===== src/rtl/pipes_pkg.sv =====
// rtl/pipes_pkg.sv - shared pipeline types for the fetch stage
package pipes;

  typedef struct packed {
    logic        valid;
    logic [31:0] raw_instr;
    logic [63:0] pc;
  } fetch_data_t;

  typedef enum logic [1:0] {
    FETCH   = 2'd0,
    HOLD    = 2'd1,
    DISCARD = 2'd2
  } fetch_state_t;

  localparam logic [63:0] PC_STEP = 64'd4;

endpackage


===== src/rtl/pipe_fetch.sv =====
// rtl/pipe_fetch.sv - IF stage: PC, instruction-bus requests, F/D register
// Optional bubble counter output enabled by FETCH_BUBBLE_CNT_EN.
module pipe_fetch
  import pipes::*;
#(
  parameter logic [63:0] PC_RESET = 64'h0000_0000_8000_0000
) (
  input  logic        clk,
  input  logic        reset,
  output logic        ireq_valid,
  output logic [63:0] ireq_addr,
  input  logic        iresp_data_ok,
  input  logic [31:0] iresp_data,
  input  logic        stall,
  input  logic        redirect_valid,
  input  logic [63:0] redirect_pc,
`ifdef FETCH_BUBBLE_CNT_EN
  output logic [63:0] bubble_cnt,
`endif
  output fetch_data_t dataF
);

  fetch_state_t state_q, state_d;
  logic [63:0]  pc_q, pc_d;
  logic [95:0]  hold_q, hold_d;
  logic [63:0]  discard_addr_q, discard_addr_d;
  fetch_data_t  data_q, data_d;

  always_comb begin
    state_d        = state_q;
    pc_d           = pc_q;
    hold_d         = hold_q;
    discard_addr_d = discard_addr_q;
    data_d         = data_q;
    ireq_valid     = (state_q != HOLD);
    ireq_addr      = (state_q == DISCARD) ? discard_addr_q : pc_q;

    case (state_q)
      FETCH: begin
        if (redirect_valid) begin
          pc_d         = redirect_pc;
          data_d.valid = 1'b0;
          if (!iresp_data_ok) begin
            // The outstanding read must still complete at its original address.
            state_d        = DISCARD;
            discard_addr_d = pc_q;
          end
        end else if (iresp_data_ok) begin
          pc_d = pc_q + PC_STEP;
          if (!stall) begin
            data_d = {1'b1, iresp_data, pc_q};
          end else begin
            hold_d  = {iresp_data, pc_q};
            state_d = HOLD;
          end
        end else if (!stall) begin
          data_d.valid = 1'b0;
        end
      end
      HOLD: begin
        if (redirect_valid) begin
          hold_d       = '0;
          data_d.valid = 1'b0;
          pc_d         = redirect_pc;
          state_d      = FETCH;
        end else if (!stall) begin
          data_d  = {1'b1, hold_q};
          state_d = FETCH;
        end
      end
      DISCARD: begin
        if (redirect_valid) pc_d = redirect_pc;
        if (iresp_data_ok) state_d = FETCH;
        if (!stall || redirect_valid) data_d.valid = 1'b0;
      end
      default: state_d = FETCH;
    endcase
  end

`ifdef FETCH_BUBBLE_CNT_EN
  logic [63:0] bubble_cnt_q, bubble_cnt_d;

  always_comb begin
    bubble_cnt_d = bubble_cnt_q;
    if (!stall && !data_d.valid) bubble_cnt_d = bubble_cnt_q + 64'd1;
  end

  always_ff @(posedge clk) begin
    if (reset) bubble_cnt_q <= '0;
    else       bubble_cnt_q <= bubble_cnt_d;
  end

  assign bubble_cnt = bubble_cnt_q;
`endif

  always_ff @(posedge clk) begin
    if (reset) begin
      state_q        <= FETCH;
      pc_q           <= PC_RESET;
      hold_q         <= '0;
      discard_addr_q <= '0;
      data_q         <= '0;
    end else begin
      state_q        <= state_d;
      pc_q           <= pc_d;
      hold_q         <= hold_d;
      discard_addr_q <= discard_addr_d;
      data_q         <= data_d;
    end
  end

  assign dataF = data_q;

endmodule


===== config.mk =====
export PLATFORM = sky130hd
export DESIGN_NAME = pipe_fetch
export DESIGN_NICKNAME = d
export VERILOG_FILES = /design/src/rtl/pipes_pkg.sv /design/src/rtl/pipe_fetch.sv
export SDC_FILE = /design/constraint.sdc
export NUM_CORES = 1
export LEC_CHECK = 0
export BUFFER_PORTS_ARGS = -buffer_cell sky130_fd_sc_hd__buf_2
export CELL_PAD_IN_SITES_DETAIL_PLACEMENT = 1
export CELL_PAD_IN_SITES_GLOBAL_PLACEMENT = 2
export CORE_ASPECT_RATIO = 0.8
export CORE_MARGIN = 4
export CORE_UTILIZATION = 33
export CTS_BUF_LIST = sky130_fd_sc_hd__clkbuf_8 sky130_fd_sc_hd__clkbuf_16
export CTS_CLUSTER_DIAMETER = 120
export DETAILED_ROUTE_END_ITERATION = 8
export PLACE_DENSITY_LB_ADDON = 0.2
export SLEW_MARGIN = 10
export SYNTH_ARGS = -nofsm -noshare
export SYNTH_HDL_FRONTEND = slang
export SYNTH_SLANG_ARGS = --single-unit

===== constraint.sdc =====
create_clock -name clk -period 2.8 [get_ports clk]
set_input_delay 0 -clock clk [delete_from_list [all_inputs] [get_ports clk]]
set_output_delay 0 -clock clk [all_outputs]
set_load 0.005 [all_outputs]

==> run summary, run 1 <==
The worst-case IR drop observed on VDD is 0.412 mV. The number of instances in the synthesized netlist is 1911. The total of buffers placed on input and output ports came out at 262. The y dimension of the die is 201 um.

The boundary pin count came out at 263. The number of placed instances, taps included is 2641. The detailed placer's ending HPWL is 38900 um. In this run the worst setup path begins at state_q[0]. The endpoint of the lowest-slack register-to-register path is pc_q[52]. The highest net fanout along the worst path is 16.

The first global-routing pass estimated 91700 um of wire. The synthesis-stage register bit count came out at 323. The largest total area in the synthesized netlist belongs to sky130_fd_sc_hd__dfxtp_1. By instance count, the leading cell after synthesis is sky130_fd_sc_hd__dfxtp_1.

After clock tree synthesis, the clock-pin slew on the worst setup and hold paths is 0.06 ns. The setup path with the least slack is of type flop to flop. The total leakage power is 7.17 nW. In the global route stage, overall resource usage came out at 22.4%. Summing all flip-flop and latch instances after layout gives 0.00647 sq mm. Counting every net in the synthesized netlist gives 2017.

The pin slew with the least headroom to its limit is 1.00 ns. The hold violation total from the final report came out at 0. The worst setup path is captured at a flop. The TritonCTS clock tree is done. The net total in the final layout came out at 2273. Entering global routing, the biggest net connects 164 pins. The element type at the critical path start is a flop. The multi-input combinational cells in the finished layout cover a total of 0.00814 sq mm. Setup repair after global routing left no endpoint under its margin. The final cell count without fillers is 2801. The floorplan step set the die width to 250 um. Setup violations remaining at the end of the flow were counted as 0.

The routed length per placed instance is 21.2 um. The max-slew violation count came out at 0. The initial utilization of the core area, before any placement, comes to 33.6%.

The maximum clock skew at final layout came out at 0.0136 ns. Counting flops with an async set or reset pin after synthesis yields a share of 0%. At the end of routability-driven placement, the weighted congestion stood at 0.857.

The fraction of layout instances using a drive strength above 1 is 21.7%. The summed instance area of the synthesized netlist is 0.0154 sq mm. CTS placed an instance of sky130_fd_sc_hd__clkbuf_16 at the clock tree root. The number of vias after detailed routing is 15400. The tool flagged a number of max-cap violations equal to 0. The final hold slack came out at 0.0281 ns. The sum of overflow across all layers after global routing is 0.

The worst slew slack as a fraction of its limit is 33.4%. In the synthesized netlist, the cells that appear most often are sky130_fd_sc_hd__dfxtp_1, sky130_fd_sc_hd__nand2_1, sky130_fd_sc_hd__a21oi_1. The flow ran to the end, and the final reports show no timing, DRC or antenna violations.

The clock period minus worst slack is 2.62 ns. The number of nets with antenna violations after detailed routing is 0. The largest buffer count on any clock path is 3. The H-tree depth came out at 2. The area overhead of the layout relative to synthesis is 26.9%. Yosys attributes the largest share of cell area to sky130_fd_sc_hd__dfxtp_1, sky130_fd_sc_hd__nand2_1, sky130_fd_sc_hd__a21oi_1.

The total CTS buffers is 38. Counting the fill cells in the layout gives 5457. The number of remaining DRC errors came out at 0. The fmax came out at 0.382 GHz. The signal arrival time at the worst endpoint came out at 3.04 ns. The classification of the worst-slack hold path is input port to flop. The floorplan die area came out at 0.0503 sq mm. The mean number of vias per cell came out at 5.50. The destination of the critical timing path is pc_q[52].

In this design, the stage delay of the slowest critical-path cell is 0.45 ns. The worst endpoint required time came out at 3.22 ns. The mean post-synth cell area is 8.08 sq um. The number of distinct library cells after synthesis is 67. In this run the register-to-register setup slack is 0.18 ns.

The via count of the first global-routing pass is 15600. The critical register-to-register path startpoint is state_q[0]. The latest clock arrival within the worst-skew pair is 0.53 ns. The synthesis warning total is 0. For this run, the leading register cell type out of synthesis is sky130_fd_sc_hd__dfxtp_1. The total power after layout came out at 12.5 mW. The number of rows in the core area came out at 70. The final wirelength came out at 59300 um. The number of enable-type register cells in the synthesized netlist is 0. The fraction of post-synthesis cell area in the top cell type by area came out at 41.9%. Clock tree synthesis found a total of 323 sinks. The number of antenna violations at the first check in global routing is 0. The post-CTS repair timing setup buffer count is 0. The standard cell with the maximum stage delay on the critical path is sky130_fd_sc_hd__dfxtp_1. The total negative setup slack came out at 0 ns. For the worst flop-to-flop path, the logic depth is 8.

The number of detailed-route iterations in the first pass is 5. The floorplan step defined a core boundary enclosing 0.0460 sq mm. The power per cell area came out at 639 mW/mm^2. The part of the Yosys area used for sequential elements came out at 41.9%. The count of routing violations after the opening detailed-route iteration came out at 911. The number of antenna diodes is 0.

The signal on the critical path passes through inv_1 -> ha_1 -> nor2b_1 -> o21ai_4 -> buf_4 -> a221oi_1 -> nor2_1 -> mux2_2. The period utilization came out at 93.5%.
## sequential cells by signal, summed over array words and instances, names as in the netlist
name	cells
state_q	2
dataF	97
discard_addr_q	64
pc_q	64
hold_q	96
## worst max-delay path, delay by kind of cell (launching register included)
kind	cells	cell delay, ns
compound gates	2	0.52
flops	1	0.45
simple gates	2	0.45
fa+ha+maj	1	0.44
buf+inv	2	0.36
mux	1	0.28
## repair_timing
action	CTS	global route
hold buffers	98	0
endpoints found under the hold margin	157	0
resized for setup	0	1
setup endpoints to repair	0	3
## through the flow
step                      area, sq um  setup slack (ns)  util, %
after CTS                       19600             0.129     42.6
final                           19600             0.183     42.6
after global placement          17400             0.258     37.9
after floorplan                 15400             0.446        -
after global routing            19600            0.0114     42.6
after detailed placement        17400             0.166     37.9
## worst min path at each step
stage,from,to,slack [ns],cells after the start
6_report,redirect_pc[49],pc_q[49],0.03,5
3_5_place_dp,redirect_pc[0],pc_q[0],0.26,3
4_1_cts,redirect_pc[49],pc_q[49],0.01,5
2_1_floorplan,redirect_pc[12],pc_q[12],0.13,2
3_3_place_gp,redirect_pc[0],pc_q[0],0.25,3
5_1_grt,redirect_pc[49],pc_q[49],0.06,5
## metal layers
| layer | part of all wire (%) | track usage [%] | routed length, um | vias up |
|---|---|---|---|---|
| met2 | 47 | 37.8 | 28100 | 369 |
| met4 | 2.0 | 4.84 | 1170 | 0 |
| met3 | 4.9 | 3.31 | 2890 | 77 |
| li1 | - | - | - | 7339 |
| met5 | 0 | 0 | 0 | - |
| met1 | 46 | 30.6 | 27200 | 7608 |
## final cells by class
| class | instances | share of cell area (%) |
|---|---|---|
| timing repair buffer | 432 | 15.2 |
| clock buffer | 48 | 5.73 |
| clock inverter | 14 | 0.313 |
| sequential | 323 | 33.0 |
| tap | 612 | 3.91 |
| multi-input combinational | 1358 | 41.6 |
| inverter | 14 | 0.275 |
## cell families after synthesis
group	Yosys count	synth area share (%)
AND/OR/NAND/NOR	722	21.7
AO/OA/AOI/OAI	463	18.7
flip-flops	323	41.9
buffers and inverters	230	5.86
multiplexers	168	11.4
adder cells (fa/ha/maj)	5	0.405
## cell usage in the layout (no fill, tap or decap), types with 5 or more instances in the layout
cell	instances
sky130_fd_sc_hd__o211ai_1	15
sky130_fd_sc_hd__and3_1	10
sky130_fd_sc_hd__clkbuf_8	7
sky130_fd_sc_hd__buf_4	61
sky130_fd_sc_hd__dlygate4sd3_1	98
sky130_fd_sc_hd__mux2i_1	104
sky130_fd_sc_hd__nand3_1	125
sky130_fd_sc_hd__clkinv_2	5
sky130_fd_sc_hd__clkbuf_16	41
sky130_fd_sc_hd__a21oi_1	210
sky130_fd_sc_hd__nand4_1	39
sky130_fd_sc_hd__buf_2	261
sky130_fd_sc_hd__o21ai_0	39
sky130_fd_sc_hd__a211oi_1	103
sky130_fd_sc_hd__nand2_1	294
sky130_fd_sc_hd__dfxtp_1	323
sky130_fd_sc_hd__mux2_2	64
sky130_fd_sc_hd__nor4_1	14
sky130_fd_sc_hd__nor3_1	17
sky130_fd_sc_hd__inv_1	21
sky130_fd_sc_hd__o22ai_1	8
sky130_fd_sc_hd__a32oi_1	20
sky130_fd_sc_hd__a31o_2	5
sky130_fd_sc_hd__nor2_1	145
sky130_fd_sc_hd__and2_1	8
sky130_fd_sc_hd__or4_1	9
sky130_fd_sc_hd__and4_1	20
sky130_fd_sc_hd__or3_1	10
sky130_fd_sc_hd__a31oi_1	18
sky130_fd_sc_hd__o31ai_1	7
sky130_fd_sc_hd__buf_12	11
sky130_fd_sc_hd__a22oi_1	6
sky130_fd_sc_hd__nand2b_1	5
## power breakdown
group / internal, mW / total [mW] / switching [mW]
registers: 4.89 / 5.21 / 0.321
logic: 1.03 / 2.53 / 1.50
clock network: 2.80 / 4.78 / 1.99
total: 8.71 / 12.5 / 3.81
No activity file was read; power rests on OpenSTA's default activity.
==> inputs of run 2 (changes only) <==
--- a/config.mk
+++ b/config.mk
@@ -15,6 +15,7 @@
 export CTS_CLUSTER_DIAMETER = 120
 export DETAILED_ROUTE_END_ITERATION = 8
 export PLACE_DENSITY_LB_ADDON = 0.2
+export RECOVER_POWER = 25
 export SLEW_MARGIN = 10
 export SYNTH_ARGS = -nofsm -noshare
 export SYNTH_HDL_FRONTEND = slang
==> run 2 against run 1 <==
Against the previous run: the run now ends with capacitance limit, slew limit left; critical path type is now input port to flop; largest cell class unchanged; sequential share of layout area is 0.21 points higher; non-clock buffer count did not move; clock-buffer cell count stayed put; design area shrank 0.62%.
==> run summary, run 2 (same netlist as run 1, synthesis figures left out) <==
The fraction of layout instances using a drive strength above 1 came out at 18.5%. Headroom to the max-slew limit came out at -35.1%. The beginning of the worst hold path is redirect_pc[49]. The worst setup path is launched from an input port. Detailed routing placed a total of 2850 um of wire on met3. IR analysis of the VDD net gives a maximum drop of 0.413 mV. The number of rows in the core area came out at 70. The tool flagged a number of max-cap violations equal to 1.

The clock input transition at the sequential cells of the worst setup and hold paths is 0.06 ns. The routed length per placed instance came out at 21.2 um. The floorplan die area is 0.0503 sq mm.

Leaving out fill and tap cells, the most frequent cell in the layout is sky130_fd_sc_hd__dfxtp_1. The met1 routed wirelength after detailed routing is 27300 um. The pin count of the biggest net entering global routing is 164. After detailed routing, no signal wire sits above met4. The number of nets with antenna violations after detailed routing came out at 0. The post-route cell area is 0.0195 sq mm.

The number of remaining DRC errors is 0. After detailed routing, the number of vias per cell comes to 5.49. The number of filler instances in the final layout came out at 5477. The wire length of the first global-routing pass came out at 91700 um. The number of detailed-route iterations in the first pass came out at 5.

The total CTS buffers is 38. The final cell count without fillers came out at 2801. The register with the most flip-flops in the layout has 97 of them. Cells fill 42.3% of the core in the end. The end point of the most critical hold path is pc_q[49]. The element type at the critical path end is a flop.

In this run the critical register-to-register path is launched from state_q[0]. The number of vias after detailed routing came out at 15400. Counting tap cells, the placed design contains a total of 2641 instances. The total routing usage reported by global routing came out at 22.4%.

The power per cell area is 642 mW/mm^2. In this run the worst path has a maximum fanout of 163. The number of antenna violations at the first check in global routing came out at 0. The hold violation total from the final report is 0. The worst register-to-register path ends at pc_q[52]. The setup path with the least slack is of type input port to flop. The final reports fail on capacitance limit, slew limit.

The classification of the worst-slack hold path is input port to flop. The effective utilization at floorplan is 33.6%. In this run the count of I/O pins placed on the die edge is 263. The total of endpoints with negative setup slack in the final report is 0.

The total negative setup slack came out at 0 ns. The analysis attributes to cell leakage a power of 6.88 nW. The flow ran to the end, but the final reports show violations. In this run the horizontal extent of the chip is 250 um.

The max-slew violation count came out at 164. The amount of wire on met2 after detailed routing came out at 28100 um. The y dimension of the die is 201 um. The post-CTS repair timing setup buffer count came out at 0. The library cells used most frequently in the layout, excluding fill and tap cells, are sky130_fd_sc_hd__dfxtp_1, sky130_fd_sc_hd__nand2_1, sky130_fd_sc_hd__a21oi_1. The total of buffers placed on input and output ports is 262. In this run the register-to-register setup slack is 0.17 ns. The signal arrival time at the worst endpoint is 3.11 ns.

CTS placed an instance of sky130_fd_sc_hd__clkbuf_16 at the clock tree root. Setup repair after global routing left no endpoint under its margin. The total power after layout is 12.5 mW. In the final design database the tool counted 2273 nets. The final wirelength is 59300 um. The area of the core region came out at 0.0460 sq mm. The clock passes through at most 3 buffers. The number of cells on the worst hold path came out at 5.

The period utilization came out at 94.2%. The cell depth of the worst flop-to-flop path came out at 8. The number of antenna diodes came out at 0.

The fmax came out at 0.379 GHz. Summing all placed instances gives a cell area of 0.0174 sq mm. The pin slew with the least headroom to its limit is 2.03 ns. The TritonCTS clock tree is done. The placer's final routability congestion estimate came out at 0.857.

The worst endpoint required time is 3.28 ns. The via count of the first global-routing pass came out at 15600. The sum of overflow across all layers after global routing came out at 0. The H-tree depth is 2. The clock arrives with 0.0133 ns of skew.

Relative to the synthesized area, the layout overhead comes to 26.1%. For this block, the initial DRC count from the detailed router was 848. Counting every sink on the clock net gives 323. The detailed placer's ending HPWL came out at 38900 um. The routed design could run at a clock period as short as 2.64 ns.

The latest clock arrival within the worst-skew pair is 0.53 ns.
## run 2: per-layer routing
metal	vias to the layer above	GRT usage (%)
li1	7331	-
met1	7615	30.6
met2	367	37.8
met3	72	3.31
met4	0	4.84
met5	-	0
## run 2: critical path: stages
cell and delay [ns]:
sky130_fd_sc_hd__dlygate4sd3_1 0.55, sky130_fd_sc_hd__buf_6 0.45, sky130_fd_sc_hd__clkbuf_4 1.44, sky130_fd_sc_hd__o32a_1 0.31
## run 2: worst max path at each step
stage          cells after the start  endpoint  slack, ns       start
2_1_floorplan                     10  pc_q[31]       0.45  state_q[0]
3_3_place_gp                       8  pc_q[52]       0.26  state_q[0]
3_5_place_dp                       8  pc_q[52]       0.17  state_q[0]
4_1_cts                            8  pc_q[52]       0.13  state_q[0]
5_1_grt                            8  pc_q[52]      0.006  state_q[0]
6_report                           4  pc_q[31]       0.16       reset
## run 2: final cells by class
cell class / instances / area [sq um] / area share [%]
Multi-Input combinational cell: 1358 / 8140 / 41.8
Sequential cell: 323 / 6470 / 33.2
Timing Repair Buffer: 432 / 2860 / 14.7
Clock buffer: 48 / 1120 / 5.76
Tap cell: 612 / 766 / 3.93
Clock inverter: 14 / 61.3 / 0.315
Inverter: 14 / 53.8 / 0.276
## run 2: repair_timing
action | in CTS | in global routing
hold buffers | 98 | 0
hold endpoints to repair | 157 | 0
endpoints found under the setup margin | 0 | 3
resized for setup | 0 | 1
## run 2: metrics by stage
stage | setup WS [ns] | hold slack (ns)
detailed placement | 0.166 | 0.258
global route | 0.00600 | 0.0565
finish | 0.162 | 0.0349
global placement | 0.258 | 0.248
floorplan | 0.446 | 0.135
CTS | 0.129 | 0.0131
## run 2: where the power goes
part           switching [mW]  internal (mW)
combinational            1.50           1.00
sequential              0.322           4.89
clock                    1.98           2.80
total                    3.80           8.69
==> inputs of run 3 (changes only) <==
--- a/config.mk
+++ b/config.mk
@@ -5,11 +5,10 @@
 export SDC_FILE = /design/constraint.sdc
 export NUM_CORES = 1
 export LEC_CHECK = 0
-export BUFFER_PORTS_ARGS = -buffer_cell sky130_fd_sc_hd__buf_2
+export BUFFER_PORTS_ARGS = -buffer_cell sky130_fd_sc_hd__buf_4
 export CELL_PAD_IN_SITES_DETAIL_PLACEMENT = 1
 export CELL_PAD_IN_SITES_GLOBAL_PLACEMENT = 2
 export CORE_ASPECT_RATIO = 0.8
-export CORE_MARGIN = 4
 export CORE_UTILIZATION = 33
 export CTS_BUF_LIST = sky130_fd_sc_hd__clkbuf_8 sky130_fd_sc_hd__clkbuf_16
 export CTS_CLUSTER_DIAMETER = 120
==> run 3 against run 2 <==
Against the previous run: the run still ends with capacitance limit, slew limit left; critical path type unchanged; highest routed layer is now met5; worst hold slack improved by 0.049 ns; clock-buffer cell count increased by 1; wire length decreased by 1.6%; clock power increased by 11%; critical endpoint is now dataF[4].
==> run summary, run 3 (same netlist as run 1, synthesis figures left out) <==
The H-tree was split into 2 levels. The worst hold path was traced through 4 stages. The worst setup slack for register-to-register paths is 0.21 ns. Global routing used 24.0% of the available tracks. The signal arrival time at the worst endpoint is 2.90 ns.

The y dimension of the die is 195 um. The beginning of the worst hold path is redirect_valid. Once layout is complete, the utilization of the core stands at 44.4%. The later pin in the worst-skew pair is clocked with a latency of 0.53 ns.

The total of endpoints with negative setup slack in the final report is 0. The pin count of the biggest net entering global routing is 111. The final cell count without fillers came out at 2816. The routed length per placed instance is 20.7 um. The area of the core region came out at 0.0459 sq mm. The cell depth of the worst flop-to-flop path came out at 8. The effective utilization at floorplan is 33.6%. The number of placed instances, taps included is 2645. The number of nets with antenna violations after detailed routing came out at 0. The worst slew slack as a fraction of its limit came out at -36.1%.

The wire length of the first global-routing pass came out at 91600 um. The number of detailed-route iterations in the first pass is 5. In the final layout, the share of cells above drive strength 1 is 21.2%. The area overhead of the layout relative to synthesis came out at 31.9%.

The top cell types in the final layout, fill and taps aside, are sky130_fd_sc_hd__dfxtp_1, sky130_fd_sc_hd__nand2_1, sky130_fd_sc_hd__buf_4. The checks that failed: capacitance limit, slew limit. Setup repair after global routing left no endpoint under its margin. The worst setup path is captured at a flop. STA puts the critical path data required time at 3.11 ns. The floorplan die area is 0.0476 sq mm. The number of remaining DRC errors is 0. The period utilization came out at 92.4%. The number of sinks handled by clock tree synthesis came out at 323. The boundary pin count came out at 263.

The sum of overflow across all layers after global routing is 0. The routed design has 58300 um of wire. The maximum clock skew at final layout is 0.0116 ns. The mean number of vias per cell is 5.49. The maximum single-stage delay on the critical path came out at 1.55 ns.

The post-CTS repair timing setup buffer count came out at 0. The worst register-to-register path ends at dataF[96]. The via count of the first global-routing pass is 15700. In this run the worst hold path is classified as input port to flop. The pin slew with the least headroom to its limit came out at 2.04 ns. The worst setup path is launched from an input port. The total negative setup slack is 0 ns. Among all stages on the critical path, the largest delay is contributed by sky130_fd_sc_hd__clkbuf_2. The number of vias after detailed routing is 15500.

The highest net fanout along the worst path came out at 92. The most frequent standard cell in the layout excluding fill and tap cells is sky130_fd_sc_hd__dfxtp_1. The total CTS buffers came out at 39. The initialized floorplan defines 70 standard-cell rows. The maximum VDD drop is 0.370 mV. Walking the worst path, the cells encountered are dlygate4sd3_1 -> buf_4 -> clkbuf_2 -> a211oi_1.

The count of routing violations after the opening detailed-route iteration is 665. TritonCTS built the clock tree. The number of antenna diodes is 0.

The total of buffers placed on input and output ports is 262. Timing would allow up to 0.387 GHz. Dividing total power by cell area gives a power density of 646 mW/mm^2.

The run finished, with violations left. After layout, the design draws a total of 13.1 mW. The hold violation total from the final report is 0. The number of max-cap violations is 1. The net total in the final layout is 2280. The clock period minus worst slack came out at 2.59 ns. The die outline width is 244 um. The max-slew violation count came out at 93. The path with the worst hold slack has its endpoint at dataF[96]. In this run the clock root is driven by a sky130_fd_sc_hd__clkbuf_16.

In this run the static leakage power is 7.24 nW. The kind of critical path is input port to flop. The flip-flop count of the largest register, all copies and words added is 97. The critical register-to-register path startpoint is state_q[1]. At the end of routability-driven placement, the weighted congestion stood at 0.850. After legalization and detailed placement, the total HPWL measured 38800 um.

The largest buffer count on any clock path came out at 3. The number of antenna violations at the first check in global routing is 1. The clock input transition at the sequential cells of the worst setup and hold paths is 0.06 ns.
## run 3: changes by cell type in the layout (fill, tap and decap cells not counted), sizes merged
cell and change:
clkinvlp +1, bufinv +4, buf -36, clkbuf +41, inv +1, clkinv +2, dlygate4sd3 +2
## run 3: layout make-up
cell class,count,area [sq um]
flip-flops and latches,323,6470
clock inverters,22,200
well taps,612,766
fillers,5409,25500
multi-input cells,1358,8130
clock buffers,49,1140
repair buffers,438,3600
inverters,14,53.8
## run 3: stage by stage
step	setup slack [ns]	hold WS, ns	area, sq um
after global routing	0.0268	0.102	20400
after detailed placement	0.234	0.277	18100
final	0.213	0.0843	20400
after floorplan	0.446	0.135	15400
after CTS	0.218	0.0621	20500
after global placement	0.294	0.252	18100
## run 3: what timing repair did
action | 4_1_cts | 5_1_grt
gates resized for setup | 0 | 1
endpoints found under the setup margin | 0 | 1
endpoints found under the hold margin | 158 | 0
hold buffers | 100 | 0
## run 3: per-layer routing
layer	share of wire, %	wire [um]	GRT usage, %	vias up
met5	0.019	11	0	-
met4	2.1	1220	5.79	2
met3	4.0	2330	3.13	80
met2	47	27500	39.4	316
met1	47	27300	33.1	7690
li1	-	-	-	7371
## run 3: power by group
group	total, mW	switching [mW]	internal (mW)
registers	5.21	0.326	4.89
logic	2.65	1.49	1.15
clock network	5.29	2.06	3.22
total	13.1	3.88	9.26
## run 3: critical path, delay by kind of cell
| kind | cells | cell delay, ns |
|---|---|---|
| buf+inv | 3 | 2.68 |
| compound gates | 1 | 0.12 |
## run 3: worst max-delay path by stage
| stage | startpoint | slack (ns) | to | cells after the start |
|---|---|---|---|---|
| floorplan | state_q[0] | 0.45 | pc_q[31] | 10 |
| global placement | pc_q[33] | 0.29 | pc_q[57] | 5 |
| detailed placement | state_q[0] | 0.23 | pc_q[23] | 8 |
| CTS | state_q[0] | 0.22 | pc_q[23] | 8 |
| global route | reset | 0.03 | dataF[70] | 4 |
| finish | reset | 0.21 | dataF[4] | 4 |
